===== src/rtl/uart_mmio_ctrl_if.sv =====
// CPU load/store bus into the UART MMIO controller.
//   master : CPU side   - drives cpu_req/cpu_we/cpu_addr/cpu_wdata, receives cpu_rdata/ack/err
//   slave  : controller - receives the request, returns cpu_rdata/cpu_ack/cpu_err
interface uart_mmio_ctrl_if;
  logic        cpu_req;
  logic        cpu_we;
  logic [31:0] cpu_addr;
  logic [31:0] cpu_wdata;
  logic [31:0] cpu_rdata;
  logic        cpu_ack;
  logic        cpu_err;

  modport master (
    output cpu_req, cpu_we, cpu_addr, cpu_wdata,
    input  cpu_rdata, cpu_ack, cpu_err
  );

  modport slave (
    input  cpu_req, cpu_we, cpu_addr, cpu_wdata,
    output cpu_rdata, cpu_ack, cpu_err
  );
endinterface


===== src/rtl/uart_mmio_ctrl.sv =====
// UART MMIO controller: decodes a 16-byte register window (TXDATA, RXDATA, STATUS, CTRL),
// sequences TX pushes with a full-FIFO stall and timeout, pops RX bytes on RXDATA reads and
// raises a level interrupt from the CTRL enables.
// Ports:
//   clk, reset         - clock, synchronous active-high reset
//   bus (slave)        - CPU request/ack bus
//   tx_push, tx_data   - push strobe and byte to the UART TX FIFO
//   tx_full, tx_idle   - TX FIFO status
//   rx_pop             - pop strobe to the UART RX FIFO
//   rx_data, rx_empty  - RX FIFO head and status
//   irq                - level interrupt
module uart_mmio_ctrl #(
  parameter logic [31:0] BASE_ADDR  = 32'h1000_0000,
  parameter int unsigned TX_TIMEOUT = 1024,
  parameter int unsigned CNT_W      = 11
) (
  input  logic                  clk,
  input  logic                  reset,
  uart_mmio_ctrl_if.slave       bus,
  output logic                  tx_push,
  output logic [7:0]            tx_data,
  input  logic                  tx_full,
  input  logic                  tx_idle,
  output logic                  rx_pop,
  input  logic [7:0]            rx_data,
  input  logic                  rx_empty,
  output logic                  irq
);

  typedef enum logic [1:0] {StIdle, StTxWait, StResp} state_e;

  state_e           state_q, state_d;
  logic [CNT_W-1:0] cnt_q, cnt_d;
  logic [7:0]       tx_byte_q, tx_byte_d;
  logic [31:0]      rdata_q, rdata_d;
  logic             err_q, err_d;
  logic [1:0]       ctrl_q, ctrl_d;

  logic       in_win;
  logic [1:0] reg_sel;
  logic       unused_bits;

  assign in_win      = (bus.cpu_addr[31:4] == BASE_ADDR[31:4]);
  assign reg_sel     = bus.cpu_addr[3:2];
  assign unused_bits = ^{bus.cpu_addr[1:0], bus.cpu_wdata[31:8]};

  assign irq = (ctrl_q[0] & ~rx_empty) | (ctrl_q[1] & tx_idle);

  always_comb begin
    state_d       = state_q;
    cnt_d         = cnt_q;
    tx_byte_d     = tx_byte_q;
    rdata_d       = rdata_q;
    err_d         = err_q;
    ctrl_d        = ctrl_q;
    tx_push       = 1'b0;
    tx_data       = 8'h00;
    rx_pop        = 1'b0;
    bus.cpu_ack   = 1'b0;
    bus.cpu_rdata = 32'h0;
    bus.cpu_err   = 1'b0;

    // Strobes are combinational, so gate the whole FSM while reset is held to keep
    // an aborted access from pushing or acking.
    if (!reset) begin
      unique case (state_q)
        StIdle: begin
          if (bus.cpu_req) begin
            tx_byte_d = bus.cpu_wdata[7:0];
            rdata_d   = 32'h0;
            err_d     = 1'b0;
            state_d   = StResp;
            if (!in_win) begin
              err_d = 1'b1;
            end else begin
              unique case (reg_sel)
                2'd0: begin
                  if (bus.cpu_we) begin
                    if (!tx_full) begin
                      tx_push = 1'b1;
                      tx_data = bus.cpu_wdata[7:0];
                    end else begin
                      cnt_d   = '0;
                      state_d = StTxWait;
                    end
                  end
                end
                2'd1: begin
                  if (!bus.cpu_we) begin
                    rdata_d = {23'b0, rx_empty, rx_empty ? 8'h00 : rx_data};
                    rx_pop  = ~rx_empty;
                  end
                end
                2'd2: begin
                  if (!bus.cpu_we) rdata_d = {29'b0, tx_idle, ~tx_full, ~rx_empty};
                end
                2'd3: begin
                  if (bus.cpu_we) ctrl_d  = bus.cpu_wdata[1:0];
                  else            rdata_d = {30'b0, ctrl_q};
                end
              endcase
            end
          end
        end
        StTxWait: begin
          cnt_d = cnt_q + CNT_W'(1);
          // Checking tx_full first lets a push win over a simultaneous timeout.
          if (!tx_full) begin
            tx_push = 1'b1;
            tx_data = tx_byte_q;
            state_d = StResp;
          end else if (cnt_q == CNT_W'(TX_TIMEOUT - 1)) begin
            err_d   = 1'b1;
            state_d = StResp;
          end
        end
        StResp: begin
          bus.cpu_ack   = 1'b1;
          bus.cpu_rdata = rdata_q;
          bus.cpu_err   = err_q;
          state_d       = StIdle;
        end
        default: state_d = StIdle;
      endcase
    end
  end

  always_ff @(posedge clk) begin
    if (reset) begin
      state_q   <= StIdle;
      cnt_q     <= '0;
      tx_byte_q <= 8'h00;
      rdata_q   <= 32'h0;
      err_q     <= 1'b0;
      ctrl_q    <= 2'b00;
    end else begin
      state_q   <= state_d;
      cnt_q     <= cnt_d;
      tx_byte_q <= tx_byte_d;
      rdata_q   <= rdata_d;
      err_q     <= err_d;
      ctrl_q    <= ctrl_d;
    end
  end

endmodule


===== src/flat_wrapper.sv =====
// flat-port wrapper written by rule: the top's interface ports become plain ports
module uart_mmio_ctrl_flat 
#(
  parameter logic [31:0] BASE_ADDR  = 32'h1000_0000,
  parameter int unsigned TX_TIMEOUT = 1024,
  parameter int unsigned CNT_W      = 11
)
  (clk, reset, tx_push, tx_data, tx_full, tx_idle, rx_pop, rx_data, rx_empty, irq, bus_cpu_req, bus_cpu_we, bus_cpu_addr, bus_cpu_wdata, bus_cpu_rdata, bus_cpu_ack, bus_cpu_err);
  uart_mmio_ctrl_if bus_i ();
  input  logic clk;
  input  logic reset;
  output logic tx_push;
  output logic [7:0] tx_data;
  input  logic tx_full;
  input  logic tx_idle;
  output logic rx_pop;
  input  logic [7:0] rx_data;
  input  logic rx_empty;
  output logic irq;
  input wire logic [$bits(bus_i.cpu_req)-1:0] bus_cpu_req;
  input wire logic [$bits(bus_i.cpu_we)-1:0] bus_cpu_we;
  input wire logic [$bits(bus_i.cpu_addr)-1:0] bus_cpu_addr;
  input wire logic [$bits(bus_i.cpu_wdata)-1:0] bus_cpu_wdata;
  output wire logic [$bits(bus_i.cpu_rdata)-1:0] bus_cpu_rdata;
  output wire logic [$bits(bus_i.cpu_ack)-1:0] bus_cpu_ack;
  output wire logic [$bits(bus_i.cpu_err)-1:0] bus_cpu_err;
  assign bus_i.cpu_req = bus_cpu_req;
  assign bus_i.cpu_we = bus_cpu_we;
  assign bus_i.cpu_addr = bus_cpu_addr;
  assign bus_i.cpu_wdata = bus_cpu_wdata;
  assign bus_cpu_rdata = bus_i.cpu_rdata;
  assign bus_cpu_ack = bus_i.cpu_ack;
  assign bus_cpu_err = bus_i.cpu_err;
  uart_mmio_ctrl #(.BASE_ADDR(BASE_ADDR), .TX_TIMEOUT(TX_TIMEOUT), .CNT_W(CNT_W)) u_core (.clk(clk), .reset(reset), .bus(bus_i), .tx_push(tx_push), .tx_data(tx_data), .tx_full(tx_full), .tx_idle(tx_idle), .rx_pop(rx_pop), .rx_data(rx_data), .rx_empty(rx_empty), .irq(irq));
endmodule

===== config.mk =====
export PLATFORM = sky130hd
export DESIGN_NAME = uart_mmio_ctrl_flat
export DESIGN_NICKNAME = d
export VERILOG_FILES = /design/src/rtl/uart_mmio_ctrl_if.sv /design/src/rtl/uart_mmio_ctrl.sv /design/src/flat_wrapper.sv
export SDC_FILE = /design/constraint.sdc
export NUM_CORES = 1
export LEC_CHECK = 0
export CELL_PAD_IN_SITES_DETAIL_PLACEMENT = 0
export CELL_PAD_IN_SITES_GLOBAL_PLACEMENT = 2
export CORE_MARGIN = 5
export CORE_UTILIZATION = 21
export CTS_CLUSTER_DIAMETER = 120
export DETAILED_ROUTE_END_ITERATION = 16
export PLACE_DENSITY_LB_ADDON = 0.1
export SLEW_MARGIN = 0
export SYNTH_ARGS = -nofsm -noshare
export SYNTH_HDL_FRONTEND = slang
export SYNTH_SLANG_ARGS = --single-unit

===== constraint.sdc =====
create_clock -name clk -period 5.9 [get_ports clk]
set_input_delay 0.885 -clock clk [delete_from_list [all_inputs] [get_ports clk]]
set_output_delay 0.885 -clock clk [all_outputs]
set_load 0.02 [all_outputs]

==> results of run 1 <==
layout make-up:
class,count,area [um2]
Clock buffer,5,68.8
Clock inverter,3,17.5
Fill cell,1060,6720
Inverter,8,30.0
Multi-Input combinational cell,197,1200
Sequential cell,33,661
Tap cell,133,166
Timing Repair Buffer,79,778
cell usage after synthesis, types with 3 or more instances:
cell      count
o31ai_1       3
a311oi_1      5
nor4_2        4
nand2_1      36
and2_1       11
nand3_1       6
a211oi_1      4
a41oi_1       4
dfxtp_1      33
a22o_1        5
buf_2         3
buf_4        24
clkbuf_1      9
o21ai_1       7
nor2b_1       3
nor4_1        8
inv_1         7
a32o_1        6
nand4_1       4
nor3_1       10
and3_1        4
o21ai_0       5
a21oi_1      14
nor2_1        9
critical path: stages:
cell,delay (ns)
clkdlybuf4s50_1,0.39
nor4_1,0.42
nand3_1,0.32
or4_1,0.80
o31ai_4,0.27
clkdlybuf4s50_1,0.64
final timing paths:
path	to	start	cells after the start
max	tx_data[0]	bus_cpu_addr[19]	6
min	u_core.tx_byte_q[7]	u_core.tx_byte_q[7]	2
max reg2reg	u_core.cnt_q[8]	u_core.state_q[0]	4
min reg2reg	u_core.tx_byte_q[7]	u_core.tx_byte_q[7]	2
sequential cells by signal, summed over array words and instances, names as in the netlist:
signal and flops:
u_core.cnt_q 11, u_core.ctrl_q 2, u_core.err_q 1, u_core.rdata_q 9, u_core.state_q 2, u_core.tx_byte_q 8
kinds of logic after synthesis:
family	synth area share [%]
compound gates	24.2
xor+xnor	0.430
fa+ha+maj	0.613
buf+inv	12.9
flops	32.4
mux	0.982
other cells	0.184
simple gates	28.3
metrics by stage:
stage	area (um2)	util [%]	total power (uW)
after floorplan	2120	-	302
after global placement	2830	29.4	345
after detailed placement	2830	29.4	345
after CTS	2920	30.3	519
after global routing	2920	30.3	541
final	2920	30.3	510
per-layer routing:
metal,track usage (%),routed length (um)
met4,1.62,20
met3,2.75,403
met5,0,0
met1,14.9,3080
met2,17.9,2810
power by group:
group	internal (uW)	switching [uW]	leakage, uW	total [uW]
Combinational	47.1	56.7	0.000686	104
Sequential	229	6.27	0.000268	235
Clock	81.5	89.3	0.0000439	171
==> results.yml, run 1 <==
cells_and_area:
  drive_gt1_share_pct: 6.77
  final_cells: 458
  fin_nets: 404
  n_antenna_cell: 0
  mostFrequentLayoutCell: "clkdlybuf4s50_1"
  syn_to_final_growth_pct: 43.2
  layout_common_cells: "clkdlybuf4s50_1, nand2_1, dfxtp_1"
synthesis:
  synthArstFlopShare_pct: 0
  synth_ff_type: "dfxtp_1"
  synth.area.top_cells: "dfxtp_1, buf_4, nand2_1"
  yosysTopAreaCellShare_pct: 32.4
  avgSynthCellArea_um2: 8.06
  yosys_warnings: 0
  ys_seq_area_share_pct: 32.4
  yosys.area.top_type: "dfxtp_1"
  synth-edff-count: 0
  synth_area_mm2: 0.00204
  yosys.cell_types.count: 48
  syn_inst: 253
  ys_ff_latch: 33
timing:
  finalCritPeriodShare_pct: 78.4
  finalCriticalPeriod_ns: 4.62
  setup_viol: 0
  setup_tns_ns: 0
  hold_viol: 0
  tightest_slew_ns: 1.12
  finalWorstSetupSlack_ns: 1.28
  fin_worst_skew_ns: 0.00718
  whs_ns: 0.456
  clock.fmax_mhz: 216
  maxSlewViolCount: 0
  relSlewSlack_pct: 25.3
  rsz0062_at_grt: "false"
clocking:
  clock-root-buffer: "clkbuf_8"
  cts_buffers: 5
  cts.path.max_buffers: 2
  path_clk_slew_ns: 0.08
  cts.sinks: 33
  postCtsSetupRepairBufs: 0
  h-tree-depth: 2
  cts_tree: "built"
  ctsResizeCount: 0
  clock_latency_ns: 0.29
  hold_buffers: 0
die:
  start_util_pct: 21.2
  rows: 36
  die_w_um: 109
  io_pins: 124
  die_y_um: 109
  core-area_mm2: 0.00964
  die_area_mm2: 0.0118
route:
  wl_per_cell_um: 13.8
  drt_iter0_markers: 74
  finalWirelength_um: 6310
  vias: 2054
  vias_per_cell: 4.48
  final_antenna_net_count: 0
  dr.pass1.iters: 4
  route.detailed.drc: 0
placed_design:
  hpwl_um: 4670
  dpl.cell_count: 450
  gp_congestion: 0.693
  dp_slack_ns: 1.21
  port_buffers: 74
min_path:
  hold_path.class: "flop to flop"
run:
  max-cap-violations: 0
global_routing:
  grt_max_degree: 26
  grt_pass1_wl_um: 10400
  antenna_found_initial: 0
  grt_usage_pct: 10.9
  grt_pass1_vias: 2072
  grt_overflow_total: 0
setup_path:
  cp-end-kind: "output port"
  rrSetupSlack_ns: 3.71
  critPathKind: "input port to output port"
  path_max_fanout: 9
  critPathLaunchType: "input port"
  required_ns: 5.02
  worstPathArrival_ns: 3.74
power:
  static-leakage-power_uw: 0.000998
  ir_worst_vdd_uv: 57.1
  power.density_mw_per_mm2: 174
outcome:
  run_status: "complete, no violations"
Power figures use the tool's default switching activity.
==> run 2: changes to the inputs <==
- CORE_UTILIZATION: 21 -> 17
- clock period: 5.9 -> 3.8 ns (I/O delays scaled with it)
==> results.yml, run 2 (same netlist as run 1, synthesis figures left out) <==
placed_design:
  dp_slack_ns: 0.150
  gp_congestion: 0.690
  port_buffers: 74
  hpwl_um: 5250
clocking:
  path_clk_slew_ns: 0.05
  cts.path.max_buffers: 2
  clock-root-buffer: "clkbuf_16"
  hold_buffers: 0
  cts.sinks: 33
  cts_buffers: 5
  cts_tree: "built"
  clock_latency_ns: 0.28
  h-tree-depth: 2
  ctsResizeCount: 0
  postCtsSetupRepairBufs: 0
timing:
  tightest_slew_ns: 0.813
  fin_worst_skew_ns: 0.00248
  finalWorstSetupSlack_ns: 0.196
  whs_ns: 0.455
  setup_viol: 0
  rsz0062_at_grt: "false"
  finalCritPeriodShare_pct: 94.8
  setup_tns_ns: 0
  clock.fmax_mhz: 277
  finalCriticalPeriod_ns: 3.60
  maxSlewViolCount: 0
  relSlewSlack_pct: 45.4
  hold_viol: 0
power:
  ir_worst_vdd_uv: 153
  p_clk_share_pct: 47.5
  comb_power_share_pct: 16.4
  power.density_mw_per_mm2: 328
  static-leakage-power_uw: 0.00108
  power_uw: 1010
  switchingPower_uw: 254
  seqPwrFrac_pct: 36.1
  swShare_pct: 25.1
  p_int_uw: 759
die:
  rows: 40
  die_w_um: 120
  die_area_mm2: 0.0143
  io_pins: 124
  start_util_pct: 17.2
  core-area_mm2: 0.0119
  die_y_um: 120
cells_and_area:
  largest_reg_flops: 11
  reg_top3: "u_core.cnt_q (11), u_core.rdata_q (9), u_core.tx_byte_q (8)"
  n_fill_cell: 1296
  drive_gt1_share_pct: 9.01
  n_antenna_cell: 0
  fin_nets: 412
  syn_to_final_growth_pct: 51.5
  mostFrequentLayoutCell: "clkdlybuf4s50_1"
  layout_common_cells: "clkdlybuf4s50_1, nand2_1, dfxtp_1"
  largest_register: "u_core.cnt_q"
route:
  vias: 2097
  dr.pass1.iters: 4
  drt_iter0_markers: 118
  final_antenna_net_count: 0
  finalWirelength_um: 6960
  wl_per_cell_um: 14.5
  vias_per_cell: 4.37
  route.detailed.drc: 0
setup_path:
  critPathLaunchType: "input port"
  critPathKind: "input port to output port"
  worstRegToRegCells: 4
  worstPathArrival_ns: 3.03
  required_ns: 3.23
  path_max_fanout: 9
  cp-end-kind: "output port"
global_routing:
  grt_pass1_vias: 2064
  grt_pass1_wl_um: 10900
  grt_max_degree: 26
  grt_usage_pct: 9.53
  antenna_found_initial: 0
  grt_overflow_total: 0
outcome:
  run_status: "complete, no violations"
min_path:
  hold_path.class: "flop to flop"
  hold_depth: 2
run:
  max-cap-violations: 0
## run 2: routing by layer
metal	vias to the layer above	wire length, um	track usage [%]
met1	966	3350	12.7
li1	1048	-	-
met2	76	3000	14.9
met5	-	0	0
met4	0	89	2.86
met3	7	519	2.87
## run 2: area by class of cell
| cell class | instances | area [um2] | share of cell area, % |
|---|---|---|---|
| Clock buffer | 7 | 143 | 4.62 |
| Tap cell | 147 | 184 | 5.95 |
| Clock inverter | 1 | 30.0 | 0.972 |
| Timing Repair Buffer | 87 | 838 | 27.1 |
| Sequential cell | 33 | 661 | 21.4 |
| Multi-Input combinational cell | 197 | 1200 | 39.0 |
| Inverter | 8 | 30.0 | 0.972 |
## run 2: power by group through the flow
stage               clock, uW  sequential [uW]  combinational [uW]
floorplan                   0              368                 102
global placement            0              374                 169
detailed placement          0              374                 168
CTS                       499              366                 168
global route              512              368                 182
finish                    481              366                 166
## run 2: worst max-delay path: stages
cell and delay [ns]:
clkdlybuf4s50_1 0.39, nor4_1 0.39, nand3_1 0.15, or4_1 0.51
buf_4 0.21, o31ai_4 0.16, clkdlybuf4s50_1 0.65
## run 2: worst paths after layout
kind                        from                  end  slack [ns]
min reg2reg  u_core.tx_byte_q[4]  u_core.tx_byte_q[4]        0.46
max reg2reg    u_core.state_q[1]     u_core.cnt_q[10]        1.65
min          u_core.tx_byte_q[4]  u_core.tx_byte_q[4]        0.46
max             bus_cpu_addr[20]           tx_data[0]        0.20
## run 2: stage by stage
stage,util [%],std cells,area [um2]
floorplan,-,275,2120
global route,26.1,480,3090
detailed placement,24.5,472,2910
global placement,24.5,472,2910
CTS,26.0,480,3080
finish,26.1,480,3090
